==> src/rtl/vga_sync_gen_if.sv <==
`default_nettype none
// ============================================================================
// Module      : vga_sync_gen_if
// Description : Raster timing bundle carried from the sync generator to the
//               downstream colour-pattern / pixel stage.
// Revision    : 1.0 - initial release
// ============================================================================
interface vga_sync_gen_if;
  logic [10:0] count_h;      // current pixel column
  logic [10:0] count_v;      // current line
  logic        EA;           // visible-area flag
  logic        hsync;        // horizontal sync, polarity set by generator
  logic        vsync;        // vertical sync, polarity set by generator
  logic        frame_start;  // one-clock pulse on the step to (0,0)

  // Timing generator side
  modport master (
    output count_h,
    output count_v,
    output EA,
    output hsync,
    output vsync,
    output frame_start
  );

  // Consumer side (pixel stage, monitor driver)
  modport slave (
    input count_h,
    input count_v,
    input EA,
    input hsync,
    input vsync,
    input frame_start
  );
endinterface
`default_nettype wire

==> src/rtl/vga_sync_gen.sv <==
`default_nettype none
// ============================================================================
// Module      : vga_sync_gen
// Description : Raster timing generator. Produces pixel/line counters, the
//               visible-area flag and hsync/vsync pulses. Each axis runs a
//               phase FSM (ACTIVE/FRONT/SYNC/BACK); all outputs are decoded
//               from next-state values so they line up with the counters.
// Revision    : 1.0 - initial release
// ============================================================================
module vga_sync_gen #(
  parameter int H_VIS  = 1024,
  parameter int H_FP   = 24,
  parameter int H_SYNC = 136,
  parameter int H_BP   = 160,
  parameter int V_VIS  = 768,
  parameter int V_FP   = 3,
  parameter int V_SYNC = 6,
  parameter int V_BP   = 29,
  parameter bit H_POL  = 1'b0,
  parameter bit V_POL  = 1'b0
) (
  input  wire logic        clk,
  input  wire logic        rst_n,
  input  wire logic        pix_ce,
  vga_sync_gen_if.master   vga
);

  // Line/frame geometry. Totals must fit the 11-bit counters (<= 2048).
  localparam int          c_H_TOTAL      = H_VIS + H_FP + H_SYNC + H_BP;
  localparam int          c_V_TOTAL      = V_VIS + V_FP + V_SYNC + V_BP;
  localparam logic [10:0] c_H_LAST       = 11'(c_H_TOTAL - 1);
  localparam logic [10:0] c_V_LAST       = 11'(c_V_TOTAL - 1);
  localparam logic [10:0] c_H_FRONT_AT   = 11'(H_VIS);
  localparam logic [10:0] c_H_SYNC_AT    = 11'(H_VIS + H_FP);
  localparam logic [10:0] c_H_BACK_AT    = 11'(H_VIS + H_FP + H_SYNC);
  localparam logic [10:0] c_V_FRONT_AT   = 11'(V_VIS);
  localparam logic [10:0] c_V_SYNC_AT    = 11'(V_VIS + V_FP);
  localparam logic [10:0] c_V_BACK_AT    = 11'(V_VIS + V_FP + V_SYNC);

  typedef enum logic [1:0] {
    ST_ACTIVE = 2'd0,
    ST_FRONT  = 2'd1,
    ST_SYNC   = 2'd2,
    ST_BACK   = 2'd3
  } phase_t;

  // Phase advance: a phase is left exactly when the next counter value
  // reaches the first position of the following phase.
  function automatic phase_t phase_next(
    input phase_t      cur,
    input logic [10:0] nxt,
    input logic [10:0] front_at,
    input logic [10:0] sync_at,
    input logic [10:0] back_at
  );
    phase_t n;
    n = cur;
    case (cur)
      ST_ACTIVE: if (nxt == front_at) n = ST_FRONT;
      ST_FRONT:  if (nxt == sync_at)  n = ST_SYNC;
      ST_SYNC:   if (nxt == back_at)  n = ST_BACK;
      ST_BACK:   if (nxt == 11'd0)    n = ST_ACTIVE;
      default:   n = ST_BACK;
    endcase
    return n;
  endfunction

  logic [10:0] r_count_h;
  logic [10:0] r_count_v;
  phase_t      r_h_state;
  phase_t      r_v_state;
  logic        r_ea;
  logic        r_hsync;
  logic        r_vsync;
  logic        r_frame_start;

  logic [10:0] w_h_nxt;
  logic [10:0] w_v_nxt;
  logic        w_h_wrap;
  phase_t      w_h_state_nxt;
  phase_t      w_v_state_nxt;

  // Next counter positions and phases; the vertical axis only moves on an h-wrap.
  always_comb begin
    w_h_wrap      = (r_count_h == c_H_LAST);
    w_h_nxt       = w_h_wrap ? 11'd0 : r_count_h + 11'd1;
    w_v_nxt       = r_count_v;
    w_h_state_nxt = phase_next(r_h_state, w_h_nxt, c_H_FRONT_AT, c_H_SYNC_AT, c_H_BACK_AT);
    w_v_state_nxt = r_v_state;
    if (w_h_wrap) begin
      w_v_nxt       = (r_count_v == c_V_LAST) ? 11'd0 : r_count_v + 11'd1;
      w_v_state_nxt = phase_next(r_v_state, w_v_nxt, c_V_FRONT_AT, c_V_SYNC_AT, c_V_BACK_AT);
    end
  end

  // Counters, phase FSMs and registered output decode; reset parks on the last
  // back-porch pixel so the first enabled clock starts a complete frame.
  always_ff @(posedge clk or negedge rst_n) begin
    if (!rst_n) begin
      r_count_h     <= c_H_LAST;
      r_count_v     <= c_V_LAST;
      r_h_state     <= ST_BACK;
      r_v_state     <= ST_BACK;
      r_ea          <= 1'b0;
      r_hsync       <= ~H_POL;
      r_vsync       <= ~V_POL;
      r_frame_start <= 1'b0;
    end else begin
      r_frame_start <= 1'b0;
      if (pix_ce) begin
        r_count_h     <= w_h_nxt;
        r_count_v     <= w_v_nxt;
        r_h_state     <= w_h_state_nxt;
        r_v_state     <= w_v_state_nxt;
        r_ea          <= (w_h_state_nxt == ST_ACTIVE) && (w_v_state_nxt == ST_ACTIVE);
        r_hsync       <= (w_h_state_nxt == ST_SYNC) ? H_POL : ~H_POL;
        r_vsync       <= (w_v_state_nxt == ST_SYNC) ? V_POL : ~V_POL;
        r_frame_start <= (w_h_nxt == 11'd0) && (w_v_nxt == 11'd0);
      end
    end
  end

  assign vga.count_h     = r_count_h;
  assign vga.count_v     = r_count_v;
  assign vga.EA          = r_ea;
  assign vga.hsync       = r_hsync;
  assign vga.vsync       = r_vsync;
  assign vga.frame_start = r_frame_start;

endmodule
`default_nettype wire
==> src/flat_wrapper.sv <==
// flat-port wrapper written by rule: the top's interface ports become plain ports
module vga_sync_gen_flat 
#(
  parameter int H_VIS  = 1024,
  parameter int H_FP   = 24,
  parameter int H_SYNC = 136,
  parameter int H_BP   = 160,
  parameter int V_VIS  = 768,
  parameter int V_FP   = 3,
  parameter int V_SYNC = 6,
  parameter int V_BP   = 29,
  parameter bit H_POL  = 1'b0,
  parameter bit V_POL  = 1'b0
)
  (clk, rst_n, pix_ce, vga_count_h, vga_count_v, vga_EA, vga_hsync, vga_vsync, vga_frame_start);
  vga_sync_gen_if vga_i ();
  input  wire logic clk;
  input  wire logic rst_n;
  input  wire logic pix_ce;
  output wire logic [$bits(vga_i.count_h)-1:0] vga_count_h;
  output wire logic [$bits(vga_i.count_v)-1:0] vga_count_v;
  output wire logic [$bits(vga_i.EA)-1:0] vga_EA;
  output wire logic [$bits(vga_i.hsync)-1:0] vga_hsync;
  output wire logic [$bits(vga_i.vsync)-1:0] vga_vsync;
  output wire logic [$bits(vga_i.frame_start)-1:0] vga_frame_start;
  assign vga_count_h = vga_i.count_h;
  assign vga_count_v = vga_i.count_v;
  assign vga_EA = vga_i.EA;
  assign vga_hsync = vga_i.hsync;
  assign vga_vsync = vga_i.vsync;
  assign vga_frame_start = vga_i.frame_start;
  vga_sync_gen #(.H_VIS(H_VIS), .H_FP(H_FP), .H_SYNC(H_SYNC), .H_BP(H_BP), .V_VIS(V_VIS), .V_FP(V_FP), .V_SYNC(V_SYNC), .V_BP(V_BP), .H_POL(H_POL), .V_POL(V_POL)) u_core (.clk(clk), .rst_n(rst_n), .pix_ce(pix_ce), .vga(vga_i));
endmodule
==> config.mk <==
export PLATFORM = sky130hd
export DESIGN_NAME = vga_sync_gen_flat
export DESIGN_NICKNAME = d
export VERILOG_FILES = /design/src/rtl/vga_sync_gen_if.sv /design/src/rtl/vga_sync_gen.sv /design/src/flat_wrapper.sv
export SDC_FILE = /design/constraint.sdc
export NUM_CORES = 1
export LEC_CHECK = 0
export BUFFER_PORTS_ARGS = -buffer_cell sky130_fd_sc_hd__buf_2
export CAP_MARGIN = 5
export CORE_ASPECT_RATIO = 0.7
export CORE_MARGIN = 2
export CORE_UTILIZATION = 25
export DETAILED_ROUTE_END_ITERATION = 6
export PLACE_DENSITY_LB_ADDON = 0.25
export SLEW_MARGIN = 20
export SYNTH_ARGS = -nofsm -noshare
export SYNTH_HDL_FRONTEND = slang
export SYNTH_SLANG_ARGS = --single-unit
==> constraint.sdc <==
create_clock -name clk -period 3.1 [get_ports clk]
set_input_delay 0.465 -clock clk [delete_from_list [all_inputs] [get_ports clk]]
set_output_delay 0.465 -clock clk [all_outputs]
set_load 0.1 [all_outputs]
### After elaboration in Yosys (flattened, before gate mapping)

Index checks and enable logic that the tools add are counted.

| word-level totals | value |
|---|---|
| flip-flop bits (word level) | 30 |
| bits in latches | 0 |
| RAM bits | 0 |
| bits in read-only memories | 0 |
| input bits | 3 |
| output and inout port bits | 26 |
| word-level logic and storage cells | 52 |
| memories | 0 |

| operators by class | value |
|---|---|
| add/sub/neg operators | 2 |
| multiply operators | 0 |
| div/mod/pow operators | 0 |
| $lt $le $gt $ge | 0 |
| eq/ne operators | 16 |
| shift operators | 0 |
| mux-type cells | 17 |
| bitwise gates (word level) | 0 |
| reductions and logical operators | 9 |

Operator list:

| cell | count |
|---|---|
| 11-bit by 10-bit equality test with 1-bit output, second input constant | 4 |
| 11-bit equality test, second input constant | 4 |
| 11-bit zero test | 3 |
| 11-bit 2-to-1 mux | 3 |
| 11-bit by 1-bit adder with 11-bit output, second input constant | 2 |
| 2-bit 2-to-1 mux | 9 |
| 2-bit case mux with 4 select lines | 2 |
| 2-bit equality test, second input constant | 6 |
| 2-bit zero test | 4 |
| 2-bit by 1-bit equality test with 1-bit output, second input constant | 2 |
| 1-bit 2-to-1 mux | 3 |
| 1-bit logical AND | 2 |

### Longest topological paths before layout

Gate-level depths: netlist of run 1.

| depth | value |
|---|---|
| depth after elaboration | 8 |
| depth in mapped cells | 11 |
| depth with buffers taken out | 9 |

### Least setup slack after synthesis of run 1

No wires, ideal clock.

| timing path | value |
|---|---|
| kind | register to register |
| from | register u_core.r_count_v[1], in the netlist u_core.vga.count_v[1] |
| to | register u_core.r_ea, in the netlist u_core.vga.EA |
| library setup time | 0.104 ns |
| arrival time | 3.009 ns |
| path slack | -0.013 ns |
| cell stages (with the launch flop) | 10 |
| path buffers | 1 |
| path through | dfrtp_1 > ha_1 > clkbuf_1 > nand3_1 > or3_1 > and2_1 > nor3_1 > a21oi_1 > o21ba_2 > o41ai_2 |

| on the way | value |
|---|---|
| word-level cells in the longest chain between the ends | 8 |
| elaborated cells between the ends (all ways) | 15 |
| classes of those cells | add/sub (1); eq/ne (4); mux (7); reduce/logical (3) |

RTL lines:

| element | line | source |
|---|---|---|
| from (decl) | vga_sync_gen.sv:69 | `logic [10:0] r_count_v;` |
| from (signal assigned) | vga_sync_gen.sv:101 | `r_count_v <= c_V_LAST;` |
| from (signal assigned) | vga_sync_gen.sv:112 | `r_count_v <= w_v_nxt;` |
| 11-bit by 1-bit adder with 11-bit output or 11-bit by 10-bit equality test with 1-bit output (tied branches) | vga_sync_gen.sv:91 | `w_v_nxt = (r_count_v == c_V_LAST) ? 11'd0 : r_count_v + 11'd1;` |
| 11-bit 2-to-1 mux * | vga_sync_gen.sv:91 |  |
| 11-bit by 10-bit equality test with 1-bit output (tied with other cells) | vga_sync_gen.sv:61 | `ST_SYNC: if (nxt == back_at) n = ST_BACK;` |
| 2-bit 2-to-1 mux (on tied branches) | -- |  |
| 2-bit case mux with 4 select lines * | vga_sync_gen.sv:58 | `case (cur)` |
| 2-bit 2-to-1 mux * | vga_sync_gen.sv:90 | `if (w_h_wrap) begin` |
| 2-bit zero test * | vga_sync_gen.sv:115 | `r_ea <= (w_h_state_nxt == ST_ACTIVE) && (w_v_state_nxt == ST_ACTIVE);` |
| 1-bit logical AND * | vga_sync_gen.sv:115 |  |
| to (signal assigned) | vga_sync_gen.sv:115 |  |
| to (decl) | vga_sync_gen.sv:72 | `logic r_ea;` |

Every way passes the cells marked *; elsewhere a longest branch is shown, timed or not.
A chain may end at the register's enable or synchronous reset.

### Worst setup path in the final report of run 1

| timing path | value |
|---|---|
| from | register u_core.r_count_v[0], in the netlist u_core.vga.count_v[0] |
| to | register u_core.r_v_state[0] |

| on the way | value |
|---|---|
| word-level cells in the longest chain between the ends | 6 |
| elaborated cells between the ends (all ways) | 13 |
| classes of those cells | add/sub (1); eq/ne (4); mux (7); reduce/logical (1) |

RTL lines:

| element | line | source |
|---|---|---|
| 11-bit by 1-bit adder with 11-bit output or 11-bit by 10-bit equality test with 1-bit output (tied branches) | vga_sync_gen.sv:91 |  |
| 11-bit 2-to-1 mux * | vga_sync_gen.sv:91 |  |
| 11-bit by 10-bit equality test with 1-bit output (tied with other cells) | vga_sync_gen.sv:61 |  |
| 2-bit 2-to-1 mux (on tied branches) | -- |  |
| 2-bit case mux with 4 select lines * | vga_sync_gen.sv:58 |  |
| 2-bit 2-to-1 mux * | vga_sync_gen.sv:90 |  |
| to (signal assigned) | vga_sync_gen.sv:114 | `r_v_state <= w_v_state_nxt;` |
| to (decl) | vga_sync_gen.sv:71 | `phase_t r_v_state;` |

Marked as above.

==> metrics.txt, run 1 <==
synthesized area per cell 8.37 um^2; vias between 2000 and 2500; Routed WL 6250 um; area delta synth->final 19.9%; area occupied by multi-input gates about 0.0014 mm^2; slowest stage cell, crit path dfstp_2; vias in the first global route 1876; Die W 119 um; number of synthesis warnings 0; number of CTS-inserted buffers 5; # diodes 0; DPL Wire Length about 4600 um; clock root buffer master clkbuf_16; Worst path depth 8; cell family with most CP delay compound AO/OA/AOI/OAI gates; Worst slew margin 0.547; Worst EP required 3.32 ns; io pins 29; vias per cell 5.08; initial antenna violation count 0; Min-Delay Path Class in2async; GPL Wtd Cong 0.857; worst slew pin tran ~0.68 ns; Cell Chain, Critical Path ha_1, or4bb_1, a31oi_1, nor3_1, a2111oi_0, a21oi_1, o21ba_2, mux2_2; core footprint 0.00903 mm^2; worst setup path class reg2reg; reg-to-reg startpoint u_core.vga.count_v[0]; hold_ws 0.227 ns; max-slew violation count 0; Power Dens Cells 601 mW/mm^2; Final period util 0.916; Worst-Skew Late Latency between 0.2 and 0.3 ns; max-capacitance violation count 0; IO buf count 28; Critical Path Fanout Max 11; WP buf/inv 0; Sequential cell area 776 um^2; Mapped Nets 283; Post-Syn Area 0.00231 mm^2; CTS Sinks 30; Placed Cells 420; global route total overflow 0; Top FF cell, synth dfstp_2; commonest cells after routing, fill and taps aside nand2_1, buf_2, nor2_1; R2R depth 8; row count 29; Seq/Total Area, Yosys 0.335; CTS tree built; largest stage delay on the critical path 0.64 ns; NumNets Final between 300 and 400; Arr. time, crit path 3.06 ns; Post-synth ARST share 1.00; crit path launch u_core.vga.count_v[0]; Setup Skew 0.00564 ns; maximum VDD drop approximately 0.00022 V; number of non-filler instances in the completed layout between 400 and 500; deepest clock path buffer count 2; final hold vios 0; Initial Utilization 0.256; layout cells sized above 1 0.289; commonest non-fill, non-tap cell in the layout nand2_1; Yosys reg bits 30; Fmax 352 MHz; DIE HEIGHT 84.4 um; gr usage total 0.127; drt first pass iters 5; postcts setup bufs 0; CP Launch Type flop; unrepaired setup endpoints after global routing false; Initial DRC Count 149; # setup viols final 0; Period minus WS final 2.84 ns; Antenna Nets Post-Route 0; first-pass GRT wire length 10300 um; Post-route DRC 0; critical path endpoint category flop; setup total negative slack 0 ns; Pleak 1.08 nW; largest net degree at the start of global routing 31; Syn Inst Count ~280; # H-tree levels 2; number of synthesized flops with an enable pin 0; Unique masters post-synth between 60 and 70; Fillers 952; routed len/inst 14.6 um; area of the die 0.0100 mm^2; Worst-path clk slew 0.05 ns; run status finished clean; total design power between 1.5 and 2 mW
==> cells by family after synthesis <==
| group | after synthesis | synth area share |
|---|---|---|
| simple gates | 128 | 0.295 |
| compound gates | 69 | 0.216 |
| flops | 30 | 0.335 |
| fa+ha+maj | 4 | 0.0217 |
| xor+xnor | 13 | 0.0493 |
| mux | 6 | 0.0287 |
| buf+inv | 26 | 0.0536 |
==> layout make-up <==
| cell class | instances | share of cell area |
|---|---|---|
| Tap cell | 124 | 0.0560 |
| Timing Repair Buffer | 41 | 0.0858 |
| Sequential cell | 30 | 0.280 |
| Inverter | 5 | 0.00678 |
| Multi-Input combinational cell | 220 | 0.511 |
| Clock buffer | 8 | 0.0601 |
==> flip-flops by register name (all words and copies together), names as in the netlist <==
register / cells
u_core.vga.frame_start: 1
u_core.vga.count_v: 11
u_core.vga.EA: 1
u_core.r_h_state: 2
u_core.vga.count_h: 11
u_core.vga.hsync: 1
u_core.vga.vsync: 1
u_core.r_v_state: 2
==> where the power goes <==
| part | switching [mW] | leakage, nW | total, mW | internal, mW |
|---|---|---|---|---|
| clock | 0.172 | 0.0832 | 0.535 | 0.363 |
| combinational | 0.451 | 0.655 | 0.597 | 0.146 |
| sequential | 0.0705 | 0.343 | 0.532 | 0.461 |
==> Yosys cell counts (2+ instances only) <==
cell type / number / area [um^2]
buf_2: 3 / 15.0
nor2_1: 22 / 82.6
inv_1: 5 / 18.8
xor2_1: 2 / 17.5
xnor2_1: 11 / 96.3
or2_2: 2 / 12.5
a21oi_1: 6 / 30.0
o21ai_0: 20 / 100
nor3_1: 8 / 40.0
o31ai_1: 7 / 52.6
a31oi_1: 5 / 31.3
or3_1: 6 / 37.5
and2_1: 5 / 31.3
nand4_1: 10 / 62.6
and3_1: 7 / 43.8
mux2_2: 5 / 56.3
buf_1: 2 / 7.51
a211oi_1: 2 / 15.0
ha_1: 4 / 50.1
buf_4: 4 / 30.0
a211o_1: 2 / 17.5
dfstp_2: 19 / 499
clkbuf_1: 11 / 41.3
a221oi_1: 2 / 17.5
nand2_1: 32 / 120
nand3_1: 14 / 70.1
o22ai_1: 3 / 18.8
a41oi_1: 2 / 17.5
dfrtp_1: 11 / 275
nand2b_1: 3 / 18.8
nand4b_1: 2 / 17.5
nand3b_1: 2 / 15.0
==> metal layers <==
layer / vias to the layer above / wire length (um) / track usage
met2: 73 / 2370 / 0.160
li1: 1085 / - / -
met3: 8 / 398 / 0.0299
met5: - / 0 / 0
met1: 1008 / 3420 / 0.208
met4: 0 / 62 / 0.0325
==> worst paths after layout <==
path                                          endpoint  slack [ns]
worst max-delay path               u_core.r_v_state[0]        0.26
worst min register to register        u_core.vga.vsync        0.50
max in group asynchronous        u_core.vga.count_v[1]        2.40
worst max register to register     u_core.r_v_state[0]        0.26
worst min-delay path            u_core.vga.count_v[10]        0.23
min in group clk                      u_core.vga.vsync        0.50
==> per-stage QoR <==
stage / setup WS [ns] / area, um^2 / utilization
floorplan: 0.0323 / 2310 / -
global placement: 0.233 / 2600 / 0.288
detailed placement: 0.210 / 2600 / 0.288
CTS: 0.161 / 2770 / 0.306
global route: 0.0389 / 2770 / 0.307
finish: 0.260 / 2770 / 0.307
==> repair_timing <==
action                     CTS  global route
resized for setup            0             1
setup endpoints to repair    0             1
hold buffers                 0             0
Power figures use the tool's default switching activity.
==> inputs of run 2 (changes only) <==
--- a/config.mk
+++ b/config.mk
@@ -7,9 +7,10 @@
 export LEC_CHECK = 0
 export BUFFER_PORTS_ARGS = -buffer_cell sky130_fd_sc_hd__buf_2
 export CAP_MARGIN = 5
-export CORE_ASPECT_RATIO = 0.7
+export CORE_ASPECT_RATIO = 1.1
 export CORE_MARGIN = 2
 export CORE_UTILIZATION = 25
+export CTS_BUF_LIST = sky130_fd_sc_hd__clkbuf_4
 export DETAILED_ROUTE_END_ITERATION = 6
 export PLACE_DENSITY_LB_ADDON = 0.25
 export SLEW_MARGIN = 20
==> constraint.sdc (replaced) <==
create_clock -name clk -period 3.1 [get_ports clk]
set_input_delay 0.465 -clock clk [delete_from_list [all_inputs] [get_ports clk]]
set_output_delay 0.465 -clock clk [all_outputs]
set_load 0.01 [all_outputs]
==> run 2 against run 1 <==
Global-route usage grew 0.68 points. Hold slack lost 0.081 ns. Sequential share of layout area grew 1.6 points. Wire length grew 1.1%.
==> metrics.txt, run 2 (same netlist as run 1, synthesis figures left out) <==
worst slew pin tran 0.686 ns; first-pass GRT wire length 10600 um; DP Area about 0.0026 mm^2; setup total negative slack 0 ns; Worst path depth 8; WP buf/inv 0; Fillers 1001; post-CTS sizing 0; Fmax 354 MHz; area of the die 0.0100 mm^2; max-slew violation count 0; slowest stage cell, crit path dfstp_2; critical path endpoint category flop; core footprint 0.00892 mm^2; clock root buffer master clkbuf_4; cell family with most CP delay compound AO/OA/AOI/OAI gates; vias per cell 5.29; Period minus WS final between 2 and 3 ns; layout cells sized above 1 0.273; Worst slew margin 0.543; Hold Buf Count CTS 0; Initial Utilization 0.259; drt first pass iters 4; Arr. time, crit path slightly above 3 ns; CTS Sinks 30; CTS tree built; setup slack, reg-to-reg 0.28 ns; vias in the first global route 2119; RR Endpoint u_core.vga.EA; Post-route DRC 0; Setup Skew ~0.026 ns; Critical Path Fanout Max 11; Power Dens Cells 417 mW/mm^2; Worst EP required 3.33 ns; # H-tree levels 2; Routed WL 6320 um; max-capacitance violation count 0; commonest cells after routing, fill and taps aside nand2_1, buf_2, nor2_1; final hold vios 0; Pleak 1.01 nW; Initial DRC Count 153; number of CTS-inserted buffers 5; io pins 29; # diodes 0; Worst-Skew Late Latency 0.35 ns; Final period util 0.911; run status finished clean; area delta synth->final 13.2%; crit path launch u_core.vga.count_v[0]; Cell Chain, Critical Path ha_1, nand3_2, nor2_1, a41oi_1, a221oi_2, nand3_1, a32o_1, o41ai_2; row count 36; maximum VDD drop roughly 0.00012 V; reg-to-reg startpoint u_core.vga.count_v[0]; # setup viols final 0; NumNets Final approximately 310; GPL Wtd Cong 0.810; hold_ws 0.146 ns; gr usage total 0.134; worst setup path class reg2reg; DIE HEIGHT 105 um; vias about 2200; initial antenna violation count 0; postcts setup bufs 0; DPL Wire Length 4520 um; Antenna Nets Post-Route 0; routed len/inst roughly 15 um; Die W 95.6 um; largest stage delay on the critical path 0.65 ns; largest net degree at the start of global routing 31; IO buf count 28; CP Launch Type flop; global route total overflow 0; Worst-path clk slew 0.12 ns; deepest clock path buffer count 2; final design area excluding fillers roughly 0.0026 mm^2; unrepaired setup endpoints after global routing false; R2R depth 8; commonest non-fill, non-tap cell in the layout nand2_1; Min-Delay Path Class in2async
[run 2: changes by cell type in the layout (fill, tap and decap cells not counted), sizes merged]
| cell | before | now |
|---|---|---|
| buf | 41 | 37 |
| clkbuf | 8 | 6 |
| clkinv | 0 | 2 |
[run 2: cell type report]
cell class / count / area, um^2 / share of cell area
inverters: 5 / 18.8 / 0.00718
multi-input cells: 220 / 1420 / 0.542
flip-flops and latches: 30 / 774 / 0.296
clock buffers: 6 / 45.0 / 0.0172
repair buffers: 37 / 208 / 0.0795
clock inverters: 2 / 8.76 / 0.00335
well taps: 114 / 143 / 0.0546
[run 2: how the worst max path moves through the flow]
stage	endpoint	slack (ns)
global route	u_core.vga.EA	0.01
global placement	u_core.vga.EA	0.29
detailed placement	u_core.vga.EA	0.24
finish	u_core.vga.EA	0.28
floorplan	u_core.vga.EA	0.46
CTS	u_core.vga.EA	0.19
[run 2: routing by layer]
metal | vias up | routed length [um] | track usage
met5 | - | 0 | 0
li1 | 1076 | - | -
met1 | 1055 | 3070 | 0.186
met3 | 10 | 223 | 0.0252
met4 | 0 | 115 | 0.0480
met2 | 47 | 2920 | 0.206
[run 2: per-stage QoR]
step	std cells	setup WS, ns	power [mW]	utilization
2_1_floorplan	276	0.462	0.777	-
3_3_place_gp	406	0.285	0.852	0.286
3_5_place_dp	406	0.237	0.854	0.286
4_1_cts	414	0.186	1.11	0.293
5_1_grt	414	0.0144	1.17	0.293
6_report	414	0.276	1.09	0.293
[run 2: report_power, final]
| part | total, mW | leakage, nW | internal [mW] | switching, mW |
|---|---|---|---|---|
| Combinational | 0.302 | 0.634 | 0.137 | 0.165 |
| Clock | 0.243 | 0.0331 | 0.0940 | 0.149 |
| Sequential | 0.546 | 0.345 | 0.461 | 0.0849 |
==> inputs of run 3 (changes only) <==
--- a/config.mk
+++ b/config.mk
@@ -7,7 +7,7 @@
 export LEC_CHECK = 0
 export BUFFER_PORTS_ARGS = -buffer_cell sky130_fd_sc_hd__buf_2
 export CAP_MARGIN = 5
-export CORE_ASPECT_RATIO = 1.1
+export CORE_ASPECT_RATIO = 0.7
 export CORE_MARGIN = 2
 export CORE_UTILIZATION = 25
 export CTS_BUF_LIST = sky130_fd_sc_hd__clkbuf_4
==> run 3 against run 2 <==
Final cell count grew 2.9%. Clock-buffer cell count is the same. Critical endpoint unchanged. Utilization hardly changed. First-iteration DRC count decreased by 12%. Hold slack improved by 0.0058 ns. Cell area is 1.1% higher. Wire length fell by 0.66%. Critical path type unchanged. Combinational power barely moved. Fmax shrank 2.1%. Global-route usage is 0.33 points lower. Power is 0.34% lower. Sequential cell count did not move.
==> metrics.txt, run 3 (same netlist as run 1, synthesis figures left out) <==
Initial DRC Count about 130; CTS Sinks 30; GR Util met2 0.173; number of non-filler instances in the completed layout 426; vias approximately 2200; first-pass GRT wire length 10600 um; RR Endpoint u_core.vga.EA; row count 29; area delta synth->final 14.5%; switching power approximately 400 uW; Critical Path Fanout Max 11; Arr. time, crit path 3.12 ns; GPL Wtd Cong 0.881; Placed Cells between 400 and 500; global route hottest layer met1; fin util 0.293; Worst EP required 3.34 ns; # setup viols final 0; post-CTS sizing 0; Power Dens Cells 411 mW/mm^2; Period minus WS final 2.88 ns; DP Area around 0.0026 mm^2; Sw Ratio 0.365; GR Util met1 0.202; max-slew violation count 0; Seq pwr share 0.502; Initial Utilization 0.256; Antenna Nets Post-Route 0; Clk pwr share 0.220; commonest cells after routing, fill and taps aside nand2_1, buf_2, nor2_1; Worst slew margin 0.466; routed len/inst 14.7 um; layout cells sized above 1 0.281; final setup margin 0.216 ns; largest net degree at the start of global routing 31; CTS tree built; reg-to-reg startpoint u_core.vga.count_v[0]; Final period util 0.930; run status finished clean; initial antenna violation count 0; io pins 29; deepest clock path buffer count 2; unrepaired setup endpoints after global routing false; Die W 119 um; Pleak 1.02 nW; Pint about 690 uW; maximum VDD drop 0.000145 V; setup total negative slack 0 ns; postcts setup bufs 0; final hold vios 0; met3 GRT Util 0.0292; commonest non-fill, non-tap cell in the layout nand2_1; Post-route DRC 0; max-capacitance violation count 0; Setup Skew 0.0194 ns; Worst-Skew Late Latency 0.35 ns; area of the die 0.0100 mm^2; DPL Wire Length 4650 um; vias in the first global route 2035; Min-Delay Path Class in2async; worst setup path class reg2reg; hold_ws 0.152 ns; number of CTS-inserted buffers 5; gr usage total 0.131; core footprint 0.00903 mm^2; Hold Buf Count CTS 0; # diodes 0; IO buf count 28; total design power around 1.1 mW; clock root buffer master clkbuf_4; # H-tree levels 2; drt first pass iters 4; CP Launch Type flop; worst slew pin tran 0.796 ns; NumNets Final roughly 310; DIE HEIGHT 84.4 um; critical path endpoint category flop; share of total power in combinational logic 0.278; DP Worst Slack 0.138 ns; global route total overflow 0; Routed WL 6280 um; final design area excluding fillers 0.00264 mm^2; Fmax 347 MHz; Worst-path clk slew 0.11 ns; vias per cell around 5.2; setup slack, reg-to-reg 0.22 ns; R2R depth 7
==> run 3: cell types whose count changed in the layout (fill, tap and decap cells not counted) <==
cell   before  now
buf_4       9   11
ha_1        4    3
ha_2        0    1
==> run 3: critical path, stage by stage, from the launching register on <==
cell and delay, ns:
dfstp_2 0.66, ha_1 0.17, nor4bb_1 0.35, nand4_1 0.35, a221oi_2 0.50, nand3_1 0.14
a32o_1 0.27, o41ai_2 0.33
==> run 3: worst max-delay path by stage <==
stage                                from       endpoint  slack [ns]  depth (start not counted)
floorplan           u_core.vga.count_v[0]  u_core.vga.EA        0.46                          9
global placement    u_core.vga.count_v[0]  u_core.vga.EA        0.21                          8
detailed placement  u_core.vga.count_v[0]  u_core.vga.EA        0.14                          8
CTS                 u_core.vga.count_v[0]  u_core.vga.EA        0.07                          8
global route        u_core.vga.count_h[3]  u_core.vga.EA        0.03                          7
finish              u_core.vga.count_v[0]  u_core.vga.EA        0.22                          7
==> run 3: layout make-up <==
cell class | count | area (um^2)
clock buffer | 6 | 45.0
timing repair buffer | 39 | 223
fill | 959 | 6390
tap | 124 | 155
inverter | 5 | 18.8
sequential | 30 | 774
clock inverter | 2 | 8.76
multi-input combinational | 220 | 1420
==> run 3: power groups by stage <==
| stage | Sequential [mW] | Clock [mW] | Combinational [mW] |
|---|---|---|---|
| 6_report | 0.546 | 0.239 | 0.302 |
| 5_1_grt | 0.561 | 0.277 | 0.339 |
| 4_1_cts | 0.545 | 0.258 | 0.305 |
| 3_5_place_dp | 0.552 | 0 | 0.303 |
| 3_3_place_gp | 0.554 | 0 | 0.302 |
| 2_1_floorplan | 0.514 | 0 | 0.262 |
==> run 3: layer usage <==
metal	routed length, um	share of wire	up-vias
li1	-	-	1078
met1	3390	0.54	1061
met2	2390	0.38	81
met3	394	0.063	10
met4	102	0.016	0
met5	0	0	-
